--- src/rtl/core_sequencer.sv ---
// Multi-cycle RV32I control sequencer: fetch over imem req/ack, decode from a
// latched IR, execute, data access over dmem req/ack, write-back and PC update.
module core_sequencer #(
  parameter logic [31:0] RESET_PC = 32'h0000_0000
) (
  input  logic        clk,
  input  logic        rst,
  output logic        imem_req,
  output logic [31:0] imem_addr,
  input  logic        imem_ack,
  input  logic [31:0] imem_rdata,
  output logic        dmem_req,
  output logic        dmem_we,
  output logic [31:0] dmem_addr,
  output logic [31:0] dmem_wdata,
  input  logic        dmem_ack,
  input  logic [31:0] dmem_rdata,
  output logic [4:0]  rf_rs1,
  output logic [4:0]  rf_rs2,
  output logic [4:0]  rf_rd,
  output logic        rf_we,
  output logic [31:0] rf_wdata,
  input  logic [31:0] rf_rdata2,
  output logic        alu_src,
  output logic [6:0]  opcode,
  output logic [2:0]  funct3,
  output logic [6:0]  funct7,
  output logic [31:0] imm,
  input  logic [31:0] alu_result,
  input  logic        alu_branch,
  output logic [31:0] pc,
  output logic        trap
);

  typedef enum logic [2:0] {
    S_FETCH,
    S_DECODE,
    S_EXEC,
    S_MEM,
    S_WB,
    S_TRAP
  } state_t;

  localparam logic [6:0] OP_R      = 7'b0110011;
  localparam logic [6:0] OP_I      = 7'b0010011;
  localparam logic [6:0] OP_LOAD   = 7'b0000011;
  localparam logic [6:0] OP_STORE  = 7'b0100011;
  localparam logic [6:0] OP_BRANCH = 7'b1100011;
  localparam logic [6:0] OP_JAL    = 7'b1101111;
  localparam logic [6:0] OP_JALR   = 7'b1100111;
  localparam logic [6:0] OP_LUI    = 7'b0110111;

  state_t      state_q, state_d;
  logic [31:0] pc_q, pc_d;
  logic [31:0] ir_q, ir_d;
  logic [31:0] res_q, res_d;
  logic [31:0] ld_q, ld_d;

  logic        is_load, is_store, is_branch, is_jal, is_jalr, is_legal;
  logic [31:0] pc_plus4, pc_target, jalr_target, branch_pc, wb_pc;

  // Instruction fields come only from the latched IR so they hold steady
  // from DECODE through WB regardless of what the fetch port does.
  assign opcode = ir_q[6:0];
  assign rf_rd  = ir_q[11:7];
  assign funct3 = ir_q[14:12];
  assign rf_rs1 = ir_q[19:15];
  assign rf_rs2 = ir_q[24:20];
  assign funct7 = ir_q[31:25];

  assign is_load   = (opcode == OP_LOAD);
  assign is_store  = (opcode == OP_STORE);
  assign is_branch = (opcode == OP_BRANCH);
  assign is_jal    = (opcode == OP_JAL);
  assign is_jalr   = (opcode == OP_JALR);
  assign is_legal  = opcode inside {OP_R, OP_I, OP_LOAD, OP_STORE,
                                    OP_BRANCH, OP_JAL, OP_JALR, OP_LUI};

  assign alu_src = opcode inside {OP_I, OP_LOAD, OP_STORE, OP_LUI, OP_JALR};

  always_comb begin
    imm = 32'd0;
    case (opcode)
      OP_I, OP_LOAD, OP_JALR: imm = {{20{ir_q[31]}}, ir_q[31:20]};
      OP_STORE:               imm = {{20{ir_q[31]}}, ir_q[31:25], ir_q[11:7]};
      OP_BRANCH:              imm = {{19{ir_q[31]}}, ir_q[31], ir_q[7],
                                     ir_q[30:25], ir_q[11:8], 1'b0};
      OP_LUI:                 imm = {ir_q[31:12], 12'd0};
      OP_JAL:                 imm = {{11{ir_q[31]}}, ir_q[31], ir_q[19:12],
                                     ir_q[20], ir_q[30:21], 1'b0};
      default:                imm = 32'd0;
    endcase
  end

  assign pc_plus4    = pc_q + 32'd4;
  assign pc_target   = pc_q + imm;
  assign jalr_target = res_q & ~32'd1;
  // alu_branch is consumed in EXEC, where the branch resolves.
  assign branch_pc   = alu_branch ? pc_target : pc_plus4;
  assign wb_pc       = is_jal  ? pc_target :
                       is_jalr ? jalr_target : pc_plus4;

  assign imem_addr  = pc_q;
  assign pc         = pc_q;
  assign dmem_addr  = res_q;
  assign dmem_wdata = rf_rdata2;
  assign trap       = (state_q == S_TRAP);
  assign rf_wdata   = is_load ? ld_q : ((is_jal || is_jalr) ? pc_plus4 : res_q);

  always_comb begin
    // NOTE: every output and next-state value is defaulted first so that no
    // branch of the case below can leave one unassigned and infer a latch.
    state_d  = state_q;
    pc_d     = pc_q;
    ir_d     = ir_q;
    res_d    = res_q;
    ld_d     = ld_q;
    imem_req = 1'b0;
    dmem_req = 1'b0;
    dmem_we  = 1'b0;
    rf_we    = 1'b0;

    case (state_q)
      S_FETCH: begin
        // Held low while reset is asserted so no fetch is advertised in reset.
        imem_req = rst;
        if (imem_ack) begin
          ir_d    = imem_rdata;
          state_d = S_DECODE;
        end
      end

      S_DECODE: begin
        state_d = is_legal ? S_EXEC : S_TRAP;
      end

      S_EXEC: begin
        res_d = alu_result;
        if (is_load || is_store) begin
          state_d = S_MEM;
        end else if (is_branch) begin
          if (branch_pc[1:0] != 2'b00) begin
            state_d = S_TRAP;
          end else begin
            pc_d    = branch_pc;
            state_d = S_FETCH;
          end
        end else begin
          state_d = S_WB;
        end
      end

      S_MEM: begin
        dmem_req = 1'b1;
        dmem_we  = is_store;
        if (dmem_ack) begin
          if (is_store) begin
            pc_d    = pc_plus4;
            state_d = S_FETCH;
          end else begin
            ld_d    = dmem_rdata;
            state_d = S_WB;
          end
        end
      end

      S_WB: begin
        // A misaligned target aborts the instruction: no write, PC unchanged.
        if (wb_pc[1:0] != 2'b00) begin
          state_d = S_TRAP;
        end else begin
          rf_we   = (rf_rd != 5'd0);
          pc_d    = wb_pc;
          state_d = S_FETCH;
        end
      end

      S_TRAP: begin
        state_d = S_TRAP;
      end

      default: begin
        state_d = S_TRAP;
      end
    endcase
  end

  always_ff @(posedge clk or negedge rst) begin
    if (!rst) begin
      state_q <= S_FETCH;
      pc_q    <= RESET_PC;
      ir_q    <= 32'd0;
      res_q   <= 32'd0;
      ld_q    <= 32'd0;
    end else begin
      // NOTE: non-blocking assignments so every register samples the values
      // computed for this cycle, independent of statement order.
      state_q <= state_d;
      pc_q    <= pc_d;
      ir_q    <= ir_d;
      res_q   <= res_d;
      ld_q    <= ld_d;
    end
  end

endmodule

--- config.mk ---
export PLATFORM = sky130hd
export DESIGN_NAME = core_sequencer
export DESIGN_NICKNAME = d
export VERILOG_FILES = /design/src/rtl/core_sequencer.sv
export SDC_FILE = /design/constraint.sdc
export NUM_CORES = 1
export LEC_CHECK = 0
export CORE_MARGIN = 5
export CORE_UTILIZATION = 49
export DETAILED_ROUTE_END_ITERATION = 16
export GPL_TIMING_DRIVEN = 1
export HOLD_SLACK_MARGIN = 0.06
export PLACE_DENSITY_LB_ADDON = 0.12
export RECOVER_POWER = 25
export SLEW_MARGIN = 20
export SYNTH_ARGS = -nofsm -noshare
export SYNTH_HDL_FRONTEND = slang
export SYNTH_SLANG_ARGS = --single-unit
--- constraint.sdc ---
create_clock -name clk -period 8.7 [get_ports clk]
set_input_delay 1.74 -clock clk [delete_from_list [all_inputs] [get_ports clk]]
set_output_delay 1.74 -clock clk [all_outputs]
set_load 0.05 [all_outputs]
==> reports/qor.txt, run 1 <==
Startpoint Class: register
Synth warn: 0
Top cell type's share of synthesized area: 35.1%
Share of cells above drive strength 1: 12.6%
Drt drc: 0
Resized Gates After CTS: 0
Die Span Y: 148 um
Synth Area in Adders: 4.50%
Distinct cells, synth: 67
Core ar.: 0.0188 mm^2
Status: finished with violations
Tmin final: 6.08 ns
Seq/Total Area, Yosys: 35.1%
P_leak: 5.62 nW
DR pass1 iterations: 6
Worst Hold Class: reg -> reg
Clk slew on worst S/H paths: 0.06 ns
Synth Area in Compound Gates: 19.2%
Syn avg cell area: 8.93 um^2
Grt total ovfl: 0
PwrDens: 109 mW/mm^2
CTS tree: yes
R2R Setup Slk: 3.52 ns
H-tree levels: 4
Initial antenna violation count: 1
RSZ-0062 raised after global routing: false
F_max: 0.164 GHz
Worst vdd ir: 0.121 mV
Final cell count without fillers: 1507
GRT Util Overall: 29.1%
Period utilization: 69.9%
Fraction of registers with async set/reset: 100%
Global-route wire length before repair: 50.3 mm
Post-synthesis instance area: 0.00935 mm^2
Io pins: 363
Final TNS setup: 0 ns
Syn Nets: 1213
Multiplexer share of the synthesized area: 13.4%
Count leader, synth: dfrtp_1
Final hold violations: 0
Setup Crit Path Kind: reg -> out
DR WL/cell: 21.5 um
Post-Synthesis Cells: 1047
Row count: 50
Worst r2r src: ir_q[6]$_DFFE_PN0P_
Antenna-violating nets left: 0
Failing checks: capacitance limit, slew limit
Final setup violation count: 0
Chip width: 148 um
Hpwl dp: 24.4 mm
Area grow syn2layout: 34.9%
IO Port Bufs: 298
FF+latch count, synth: 131
Slew @ Worst Pin: 1.84 ns
Vias in the first global route: 8909
Reg-to-reg critical path endpoint: imem_addr[30]$_DFFE_PN0P_
Clk sinks: 131
Clock Skew: 0.00970 ns
WL final: 32.4 mm
GP Congestion: 0.939
Hold Path Origin: ld_q[24]$_DFFE_PN0P_
Initial Util: 49.8%
Final Net Count: 1426
Post-synth EDFFs: 0
Ant diodes: 0
DR vias: 8944
Simple-gate share of the synthesized area: 15.2%
Critical Path Fanout Max: 9
Max-slew violations: 66
CP Capture Type: output pin
Drt initial violations: 694
Top cells by area, synth: dfrtp_1, mux2_2, buf_4, o21ai_0, ha_1
Largest family of logic cells by synthesized area: compound AO/OA/AOI/OAI gates
Arr. time, crit path: 4.34 ns
Pin count of the biggest net entering global routing: 71
Rel. slew slack: -22.8%
Worst Hold Depth: 1
Synth Area in XOR/XNOR: 4.40%
Total CTS buffers: 17
CP required: 6.96 ns
Root Buffer: clkbuf_16
Synth area leader: dfrtp_1
Via-per-instance ratio: 5.93
Clk_lat worst skew: 0.43 ns
DIE AREA: 0.0219 mm^2
Hold Crit Endpoint: ld_q[24]$_DFFE_PN0P_
Ys flop type: dfrtp_1
Post-CTS Hold Buffers: 0
Filler cells: 1632
Post-Place Cells: 1475
Max-cap violations: 2
R2R cell count: 17
Synth top cells by count: dfrtp_1, mux2_2, nand2_1
Max clock buf depth: 2
Post-CTS Setup Bufs: 0
## logic make-up after synthesis
kind of cell | count (synthesis)
compound gates | 281
fa+ha+maj | 33
buf+inv | 141
mux | 113
flops | 131
xor+xnor | 47
simple gates | 301
## cell type report
| cell class | count | area, um^2 | area share, % |
|---|---|---|---|
| repair buffers | 312 | 3080 | 24.4 |
| flip-flops and latches | 131 | 3280 | 26.0 |
| inverters | 23 | 86.3 | 0.684 |
| multi-input cells | 775 | 5320 | 42.2 |
| clock buffers | 17 | 425 | 3.37 |
| clock inverters | 15 | 131 | 1.04 |
| well taps | 234 | 293 | 2.32 |
## sequential cells by signal, summed over array words and instances (netlist names)
register / cells
dmem_addr: 32
imem_addr: 32
ir_q: 32
ld_q: 32
state_q: 3
## worst max-delay path by stage
stage,depth (start not counted),from,end
detailed placement,9,imem_addr[2]$_DFFE_PN0P_,rf_wdata[30]
CTS,9,imem_addr[2]$_DFFE_PN0P_,rf_wdata[30]
finish,9,imem_addr[2]$_DFFE_PN0P_,rf_wdata[30]
global route,9,imem_addr[3]$_DFFE_PN0P_,rf_wdata[30]
floorplan,13,ir_q[2]$_DFFE_PN0P_,rf_we
global placement,9,imem_addr[2]$_DFFE_PN0P_,rf_wdata[30]
## layer usage
layer / vias to the layer above / GRT usage, % / part of all wire, % / wire [um]
li1: 4143 / - / - / -
met5: - / 0 / 0.040 / 13
met4: 2 / 10.6 / 3.3 / 1060
met1: 4294 / 35.7 / 39 / 12600
met3: 83 / 6.43 / 7.9 / 2580
met2: 422 / 50.3 / 50 / 16200
## worst max-delay path, cell delays in order (launching register included)
cell and delay (ns):
dfrtp_1 0.48, ha_1 0.30, nand4_1 0.23, nor3_1 0.70, nand2_1 0.34, nor3_1 0.39, nor2b_1 0.13, a211oi_1 0.42
a21o_1 0.13, clkdlybuf4s50_1 0.79
## metrics by stage
stage	setup WS [ns]	hold WS (ns)	util [%]	instance area (um^2)	total power (W)
6_report	2.62	0.506	67.2	12600	0.00138
5_1_grt	2.32	0.521	67.2	12600	0.00141
4_1_cts	2.62	0.508	67.3	12600	0.00139
3_5_place_dp	3.09	0.493	64.3	12100	0.000689
3_3_place_gp	3.17	0.487	64.3	12100	0.000688
2_1_floorplan	3.30	0.479	-	9350	0.000667
## power by group
| group | switching (W) | leakage (nW) | internal [W] | total [W] |
|---|---|---|---|---|
| sequential | 0 | 1.80 | 0.000609 | 0.000609 |
| clock | 0.000307 | 0.263 | 0.000395 | 0.000702 |
| combinational | 0.0000265 | 3.56 | 0.0000386 | 0.0000651 |
| total | 0.000334 | 5.62 | 0.00104 | 0.00138 |
## placed cells by master (no fill, tap or decap), types with 6 or more instances in the layout
cell,instances
dlygate4sd3_1,33
o22ai_1,9
nand2_1,95
nand2b_1,7
nand3_1,28
inv_1,23
a221oi_1,8
clkdlybuf4s50_1,264
mux2_2,98
nor2_1,80
a21o_1,37
and3_1,9
xnor2_1,26
clkbuf_16,17
mux2i_1,14
nand4_1,9
a31oi_1,10
dfrtp_1,131
a211oi_1,8
xor2_1,21
ha_1,32
o21ai_0,81
a22oi_1,6
nor3_1,20
a222oi_1,8
buf_4,12
a21oi_1,71
nor2b_1,12
Note: power is estimated with default switching activity, not from simulation.
==> inputs of run 2 (changes only) <==
CORE_UTILIZATION = 41   (was 49)
clock period = 5.3 ns   (was 8.7 ns; I/O delays follow)
==> run 2 against run 1 <==
  * The flow still finishes with violations (capacitance limit, slew limit)
  * Worst setup slack got worse by 2.3 ns
  * Routed wire length increased by 2.3%
  * Core utilization decreased by 11 points
  * Critical endpoint is now rf_wdata[18]
  * Design area increased by 1.3%
  * Die area increased by 18%
  * Sequential cell count unchanged
==> reports/qor.txt, run 2 (synthesized netlist as in run 1, its figures left out) <==
Status: finished with violations (unchanged)
Area grow syn2layout: 36.7% (was 34.9%)
Kind of cell adding the most delay to the critical path: simple AND/OR/NAND/NOR gates (unchanged)
Most frequent cells in the layout: clkdlybuf4s50_1, dfrtp_1, mux2_2 (unchanged)
Final setup violation count: 0 (unchanged)
Final Net Count: 1431 (was 1426)
Ant diodes: 0 (unchanged)
Vias in the first global route: 8836 (was 8909)
Tmin final: 4.95 ns
Slew @ Worst Pin: 1.99 ns (was 1.84 ns)
Clk slew on worst S/H paths: 0.07 ns (was 0.06 ns)
Total CTS buffers: 17 (unchanged)
Max-cap violations: 1 (was 2)
Resized Gates After CTS: 0 (unchanged)
Flop pwr share: 41.9% (was 44.3%)
Root Buffer: clkbuf_16 (unchanged)
Grt total ovfl: 0 (unchanged)
Clk_lat worst skew: 0.44 ns (was 0.43 ns)
Core ar.: 0.0226 mm^2 (was 0.0188 mm^2)
Share of cells above drive strength 1: 13.3% (was 12.6%)
Initial antenna violation count: 0 (was 1)
Critical path, cell by cell: ha_1, nand4_1, or3_1, nor2_1, nand3_1, xor2_1, nor2_1, a21oi_1, o21ai_0, clkdlybuf4s50_1 (was ha_1, nand4_1, nor3_1, nand2_1, nor3_1, nor2b_1, a211oi_1, a21o_1, clkdlybuf4s50_1)
F_max: 0.202 GHz
CP startpoint: imem_addr[2]$_DFFE_PN0P_ (unchanged)
GP Congestion: 0.898 (was 0.939)
Failing checks: capacitance limit, slew limit (unchanged)
DR WL/cell: 21.2 um (was 21.5 um)
GRT Util Overall: 24.9% (was 29.1%)
Worst Hold Class: reg -> reg (unchanged)
Die Span Y: 161 um (was 148 um)
Via-per-instance ratio: 5.68 (was 5.93)
Max clock buf depth: 2 (unchanged)
Area taken by flip-flops and latches: 0.00328 mm^2 (unchanged)
Max incr delay on CP: 0.85 ns (was 0.79 ns)
CP Buf/Inv Count: 1 (unchanged)
Commonest non-fill, non-tap cell in the layout: clkdlybuf4s50_1 (unchanged)
DR pass1 iterations: 5 (was 6)
Sw power: 0.000565 W (was 0.000334 W)
Startpoint Class: register (unchanged)
Filler cells: 2094 (was 1632)
Clock Skew: 0.0126 ns (was 0.00970 ns)
Row count: 55 (was 50)
Max-slew violations: 34 (was 66)
Hpwl dp: 25.1 mm (was 24.4 mm)
Multi-input logic area: 0.00533 mm^2 (was 0.00532 mm^2)
P_leak: 5.69 nW (was 5.62 nW)
Pin count of the biggest net entering global routing: 69 (was 71)
DR top layer: met4 (was met5)
Initial Util: 41.4% (was 49.8%)
Critical-path top delay cell: clkdlybuf4s50_1 (unchanged)
Layout Utilization: 56.6% (was 67.2%)
Worst vdd ir: 0.173 mV (was 0.121 mV)
Post-CTS Hold Buffers: 0 (unchanged)
Met3 wire len: 2.37 mm (was 2.58 mm)
P_int: 0.00182 W (was 0.00104 W)
CP Capture Type: output pin (unchanged)
Worst r2r src: ir_q[6]$_DFFE_PN0P_ (unchanged)
Met2 WL: 16.7 mm (was 16.2 mm)
Cell mode on critical path: nor2_1 (was nor3_1)
Setup Crit Path Kind: reg -> out (unchanged)
Io pins: 363 (unchanged)
Drt drc: 0 (unchanged)
RSZ-0062 raised after global routing: false (unchanged)
M1 wire length: 13.5 mm (was 12.6 mm)
Hold Path Origin: ld_q[20]$_DFFE_PN0P_ (was ld_q[24]$_DFFE_PN0P_)
Post-CTS Setup Bufs: 0 (unchanged)
H-tree levels: 4 (unchanged)
IO Port Bufs: 298 (unchanged)
CTS tree: yes (unchanged)
DIE AREA: 0.0259 mm^2 (was 0.0219 mm^2)
WL final: 33.2 mm (was 32.4 mm)
DR vias: 8871 (was 8944)
Critical Path Fanout Max: 9 (unchanged)
Arr. time, crit path: 3.89 ns (was 4.34 ns)
Final TNS setup: 0 ns (unchanged)
Combinational power share: 4.7% (about the same)
Switching fraction of total power: 23.6% (was 24.2%)
Clk sinks: 131 (unchanged)
Clock power share: 53.5% (was 51.0%)
PwrDens: 187 mW/mm^2 (was 109 mW/mm^2)
CP required: 4.24 ns (was 6.96 ns)
Global-route wire length before repair: 50.8 mm (was 50.3 mm)
Period utilization: 93.4%
Chip width: 161 um (was 148 um)
Rel. slew slack: -32.4% (was -22.8%)
Final hold violations: 0 (unchanged)
Antenna-violating nets left: 0 (unchanged)
Drt initial violations: 623 (was 694)
run 2: cell count changes in the layout (fill, tap and decap cells not counted), sizes merged:
cell | previous run | this run
dlygate4sd3 | 33 | 0
clkdlybuf4s50 | 264 | 294
buf | 13 | 22
clkinv | 4 | 1
inv | 28 | 31
bufinv | 1 | 3
clkinvlp | 5 | 3
clkbuf | 19 | 18
run 2: area by class of cell:
cell class                 instances  area share [%]
multi-input combinational        775            41.7
sequential                       131            25.6
timing repair buffer             317            24.4
clock buffer                      17            3.33
tap                              285            2.79
clock inverter                    15            1.54
inverter                          23           0.675
run 2: routing by layer:
metal  global-route usage, %  vias up
met3                    5.46       52
met1                    31.1     4277
met2                    43.6      375
met4                    6.36        0
met5                       0        -
li1                        -     4167
run 2: through the flow:
stage                     cell area (um^2)  total power, W  setup slack [ns]  cells  hold WS [ns]
after floorplan                       9350         0.00109             0.260   1047         0.479
after global placement               12200         0.00113             0.653   1531         0.488
after detailed placement             12200         0.00113             0.516   1531         0.492
after CTS                            12800         0.00241             0.363   1563         0.507
after global routing                 12800         0.00246            0.0450   1563         0.518
final                                12800         0.00239             0.352   1563         0.505
run 2: final timing paths:
check / end / slack, ns / depth (start not counted)
worst max-delay path: rf_wdata[18] / 0.35 / 10
min in group asynchronous: ir_q[8]$_DFFE_PN0P_ / 0.61 / 1
worst max register to register: imem_addr[30]$_DFFE_PN0P_ / 0.40 / 16
worst min register to register: ld_q[20]$_DFFE_PN0P_ / 0.51 / 1
max in group asynchronous: imem_addr[10]$_DFFE_PN0P_ / 3.31 / 2
worst min-delay path: ld_q[20]$_DFFE_PN0P_ / 0.51 / 1
run 2: power groups by stage:
stage	Combinational (W)	Clock [W]	Sequential, W
final	0.000112	0.00128	0.00100
after global placement	0.000112	0	0.00102
after detailed placement	0.000113	0	0.00102
after floorplan	0.0000756	0	0.00102
after global routing	0.000120	0.00134	0.000999
after CTS	0.000113	0.00129	0.00100
==> inputs of run 3 (changes only) <==
CTS_CLUSTER_DIAMETER = 50   (was not set)
GPL_TIMING_DRIVEN = 0   (was 1)
==> run 3 against run 2 <==
  * The run now ends clean
  * Core utilization grew 3.9 points
  * Sequential share of layout area shrank 1.7 points
  * Global-route usage grew 1.5 points
  * Non-clock buffer count grew 131
  * Register-to-register slack lost 0.08 ns
  * Die area is the same
  * Clock skew grew 0.0066 ns
  * Clock power shrank 5%
  * Critical path depth shrank 1
==> reports/qor.txt, run 3 (synthesized netlist as in run 1, its figures left out) <==
Tmin final: 5.03 ns (was 4.95 ns)
Row count: 55 (unchanged)
Setup Crit Path Kind: reg -> out (unchanged)
Kind of cell adding the most delay to the critical path: simple AND/OR/NAND/NOR gates (unchanged)
Hold_ws: 0.507 ns (was 0.505 ns)
Startpoint Class: register (unchanged)
Initial antenna violation count: 0 (unchanged)
Grt total ovfl: 0 (unchanged)
Vias in the first global route: 9399 (was 8836)
CTS tree: yes (unchanged)
Post-Place Cells: 1663 (was 1531)
Drt initial violations: 752 (was 623)
Die Span Y: 161 um (unchanged)
Critical-path top delay cell: clkdlybuf4s50_1 (unchanged)
CP Buf/Inv Count: 2 (was 1)
GP Congestion: 0.952 (was 0.898)
Hpwl dp: 27.6 mm (was 25.1 mm)
DR WL/cell: 20.9 um (was 21.2 um)
Pwr Total: 0.00242 W (was 0.00239 W)
Final TNS setup: 0 ns (unchanged)
Max incr delay on CP: 0.85 ns (about the same)
Chip width: 161 um (unchanged)
Final hold violations: 0 (unchanged)
Via-per-instance ratio: 5.58 (was 5.68)
Most frequent cells in the layout: clkdlybuf4s50_1, dfrtp_1, mux2_2 (unchanged)
Clock Skew: 0.0192 ns (was 0.0126 ns)
Area grow syn2layout: 46.2% (was 36.7%)
Io pins: 363 (unchanged)
P_leak: 6.14 nW (was 5.69 nW)
Clk sinks: 131 (unchanged)
Rel. slew slack: 36.3% (was -32.4%)
Max-slew violations: 0 (was 34)
Final setup violation count: 0 (unchanged)
Clk_lat worst skew: 0.44 ns (about the same)
Final cell count without fillers: 1694 (was 1563)
DIE AREA: 0.0259 mm^2 (unchanged)
Antenna-violating nets left: 0 (unchanged)
Share of cells above drive strength 1: 15.5% (was 13.3%)
Status: finished clean (was finished with violations)
Core ar.: 0.0226 mm^2 (unchanged)
Arr. time, crit path: 3.97 ns (was 3.89 ns)
Total CTS buffers: 17 (unchanged)
DR vias: 9452 (was 8871)
IO Port Bufs: 330 (was 298)
RSZ-0062 raised after global routing: false (unchanged)
Max clock buf depth: 2 (unchanged)
PwrDens: 177 mW/mm^2 (was 187 mW/mm^2)
Clk slew on worst S/H paths: 0.07 ns (about the same)
Post-CTS Hold Buffers: 0 (unchanged)
CP required: 4.24 ns (about the same)
DR pass1 iterations: 5 (unchanged)
Worst Hold Class: reg -> reg (unchanged)
Drt drc: 0 (unchanged)
H-tree levels: 4 (unchanged)
Commonest non-fill, non-tap cell in the layout: clkdlybuf4s50_1 (unchanged)
Period utilization: 94.9% (was 93.4%)
GRT Util Overall: 26.4% (was 24.9%)
Critical Path Fanout Max: 7 (was 9)
Layout Utilization: 60.6% (was 56.6%)
F_max: 0.199 GHz (was 0.202 GHz)
Final Net Count: 1562 (was 1431)
Max-cap violations: 0 (was 1)
Root Buffer: clkbuf_16 (unchanged)
Initial Util: 41.4% (unchanged)
Ant diodes: 0 (unchanged)
Worst vdd ir: 0.217 mV (was 0.173 mV)
Global-route wire length before repair: 53.4 mm (was 50.8 mm)
CP Capture Type: output pin (unchanged)
Pin count of the biggest net entering global routing: 74 (was 69)
WL final: 35.5 mm (was 33.2 mm)
Critical path, cell by cell: clkbuf_1, nand3_1, nor4_2, nand2_1, nor2_1, xor2_1, mux2i_1, o21ai_0, clkdlybuf4s50_1 (was ha_1, nand4_1, or3_1, nor2_1, nand3_1, xor2_1, nor2_1, a21oi_1, o21ai_0, clkdlybuf4s50_1)
Slew @ Worst Pin: 0.954 ns (was 1.99 ns)
==> run 3: cell count changes in the layout (fill, tap and decap cells not counted), moves of 2 or more <==
cell,change
bufinv_16,-2
buf_1,+6
inv_8,+3
o21ai_1,+2
clkdlybuf4s50_1,+33
clkbuf_1,+44
buf_4,+43
inv_6,-2
==> run 3: cell type report <==
| cell class | instances | area, um^2 |
|---|---|---|
| tap | 285 | 357 |
| inverter | 23 | 86.3 |
| clock inverter | 15 | 161 |
| timing repair buffer | 331 | 3330 |
| sequential | 131 | 3280 |
| fill | 2046 | 8900 |
| clock buffer | 17 | 425 |
| buffer | 117 | 684 |
| multi-input combinational | 775 | 5350 |
==> run 3: path summary, 6_finish.rpt <==
kind,start,endpoint,slack (ns),cells past startpoint
worst max-delay path,imem_addr[4]$_DFFE_PN0P_,rf_wdata[29],0.27,9
worst min-delay path,ld_q[17]$_DFFE_PN0P_,ld_q[17]$_DFFE_PN0P_,0.51,1
worst max register to register,ir_q[4]$_DFFE_PN0P_,imem_addr[23]$_DFFE_PN0P_,0.32,16
worst min register to register,ld_q[17]$_DFFE_PN0P_,ld_q[17]$_DFFE_PN0P_,0.51,1
max in group asynchronous,rst,dmem_addr[23]$_DFFE_PN0P_,3.98,2
min in group asynchronous,rst,ir_q[2]$_DFFE_PN0P_,0.57,1
==> run 3: worst reg2reg max path, stage by stage, from the launching register on <==
cell       delay, ns
dfrtp_1         0.49
and4b_1         0.29
clkbuf_1        0.22
nor2_1          0.08
nor2_1          0.26
a22o_1          0.28
ha_1            0.22
inv_1           0.06
fa_1            0.51
nand2_1         0.06
o22ai_1         0.21
a31oi_1         0.24
a2111oi_4       0.83
clkbuf_1        0.62
o211ai_1        0.25
a21oi_1         0.18
a21oi_1         0.05
==> run 3: timing repair <==
action / 4_1_cts / 5_1_grt
setup endpoints to repair: 5 / 5
gates resized for setup: 5 / 10
buffers inserted: 0 / 0
==> run 3: where the power goes <==
part           internal [W]  switching, W
sequential         0.000999             0
combinational      0.000105     0.0000976
clock              0.000668      0.000548
==> run 3: through the flow <==
stage	setup slack, ns	cell area, um^2
after global routing	0.0433	13700
after global placement	-3.24	13000
final	0.269	13700
after floorplan	0.260	9350
after CTS	0.0135	13700
after detailed placement	-0.363	13100
==> run 3: routing by layer <==
layer / up-vias / GRT usage, % / routed length (um)
met2: 453 / 44.6 / 17000
met5: - / 0 / 0
met1: 4520 / 33.0 / 14500
met4: 0 / 8.80 / 1060
li1: 4416 / - / -
met3: 63 / 6.71 / 2950
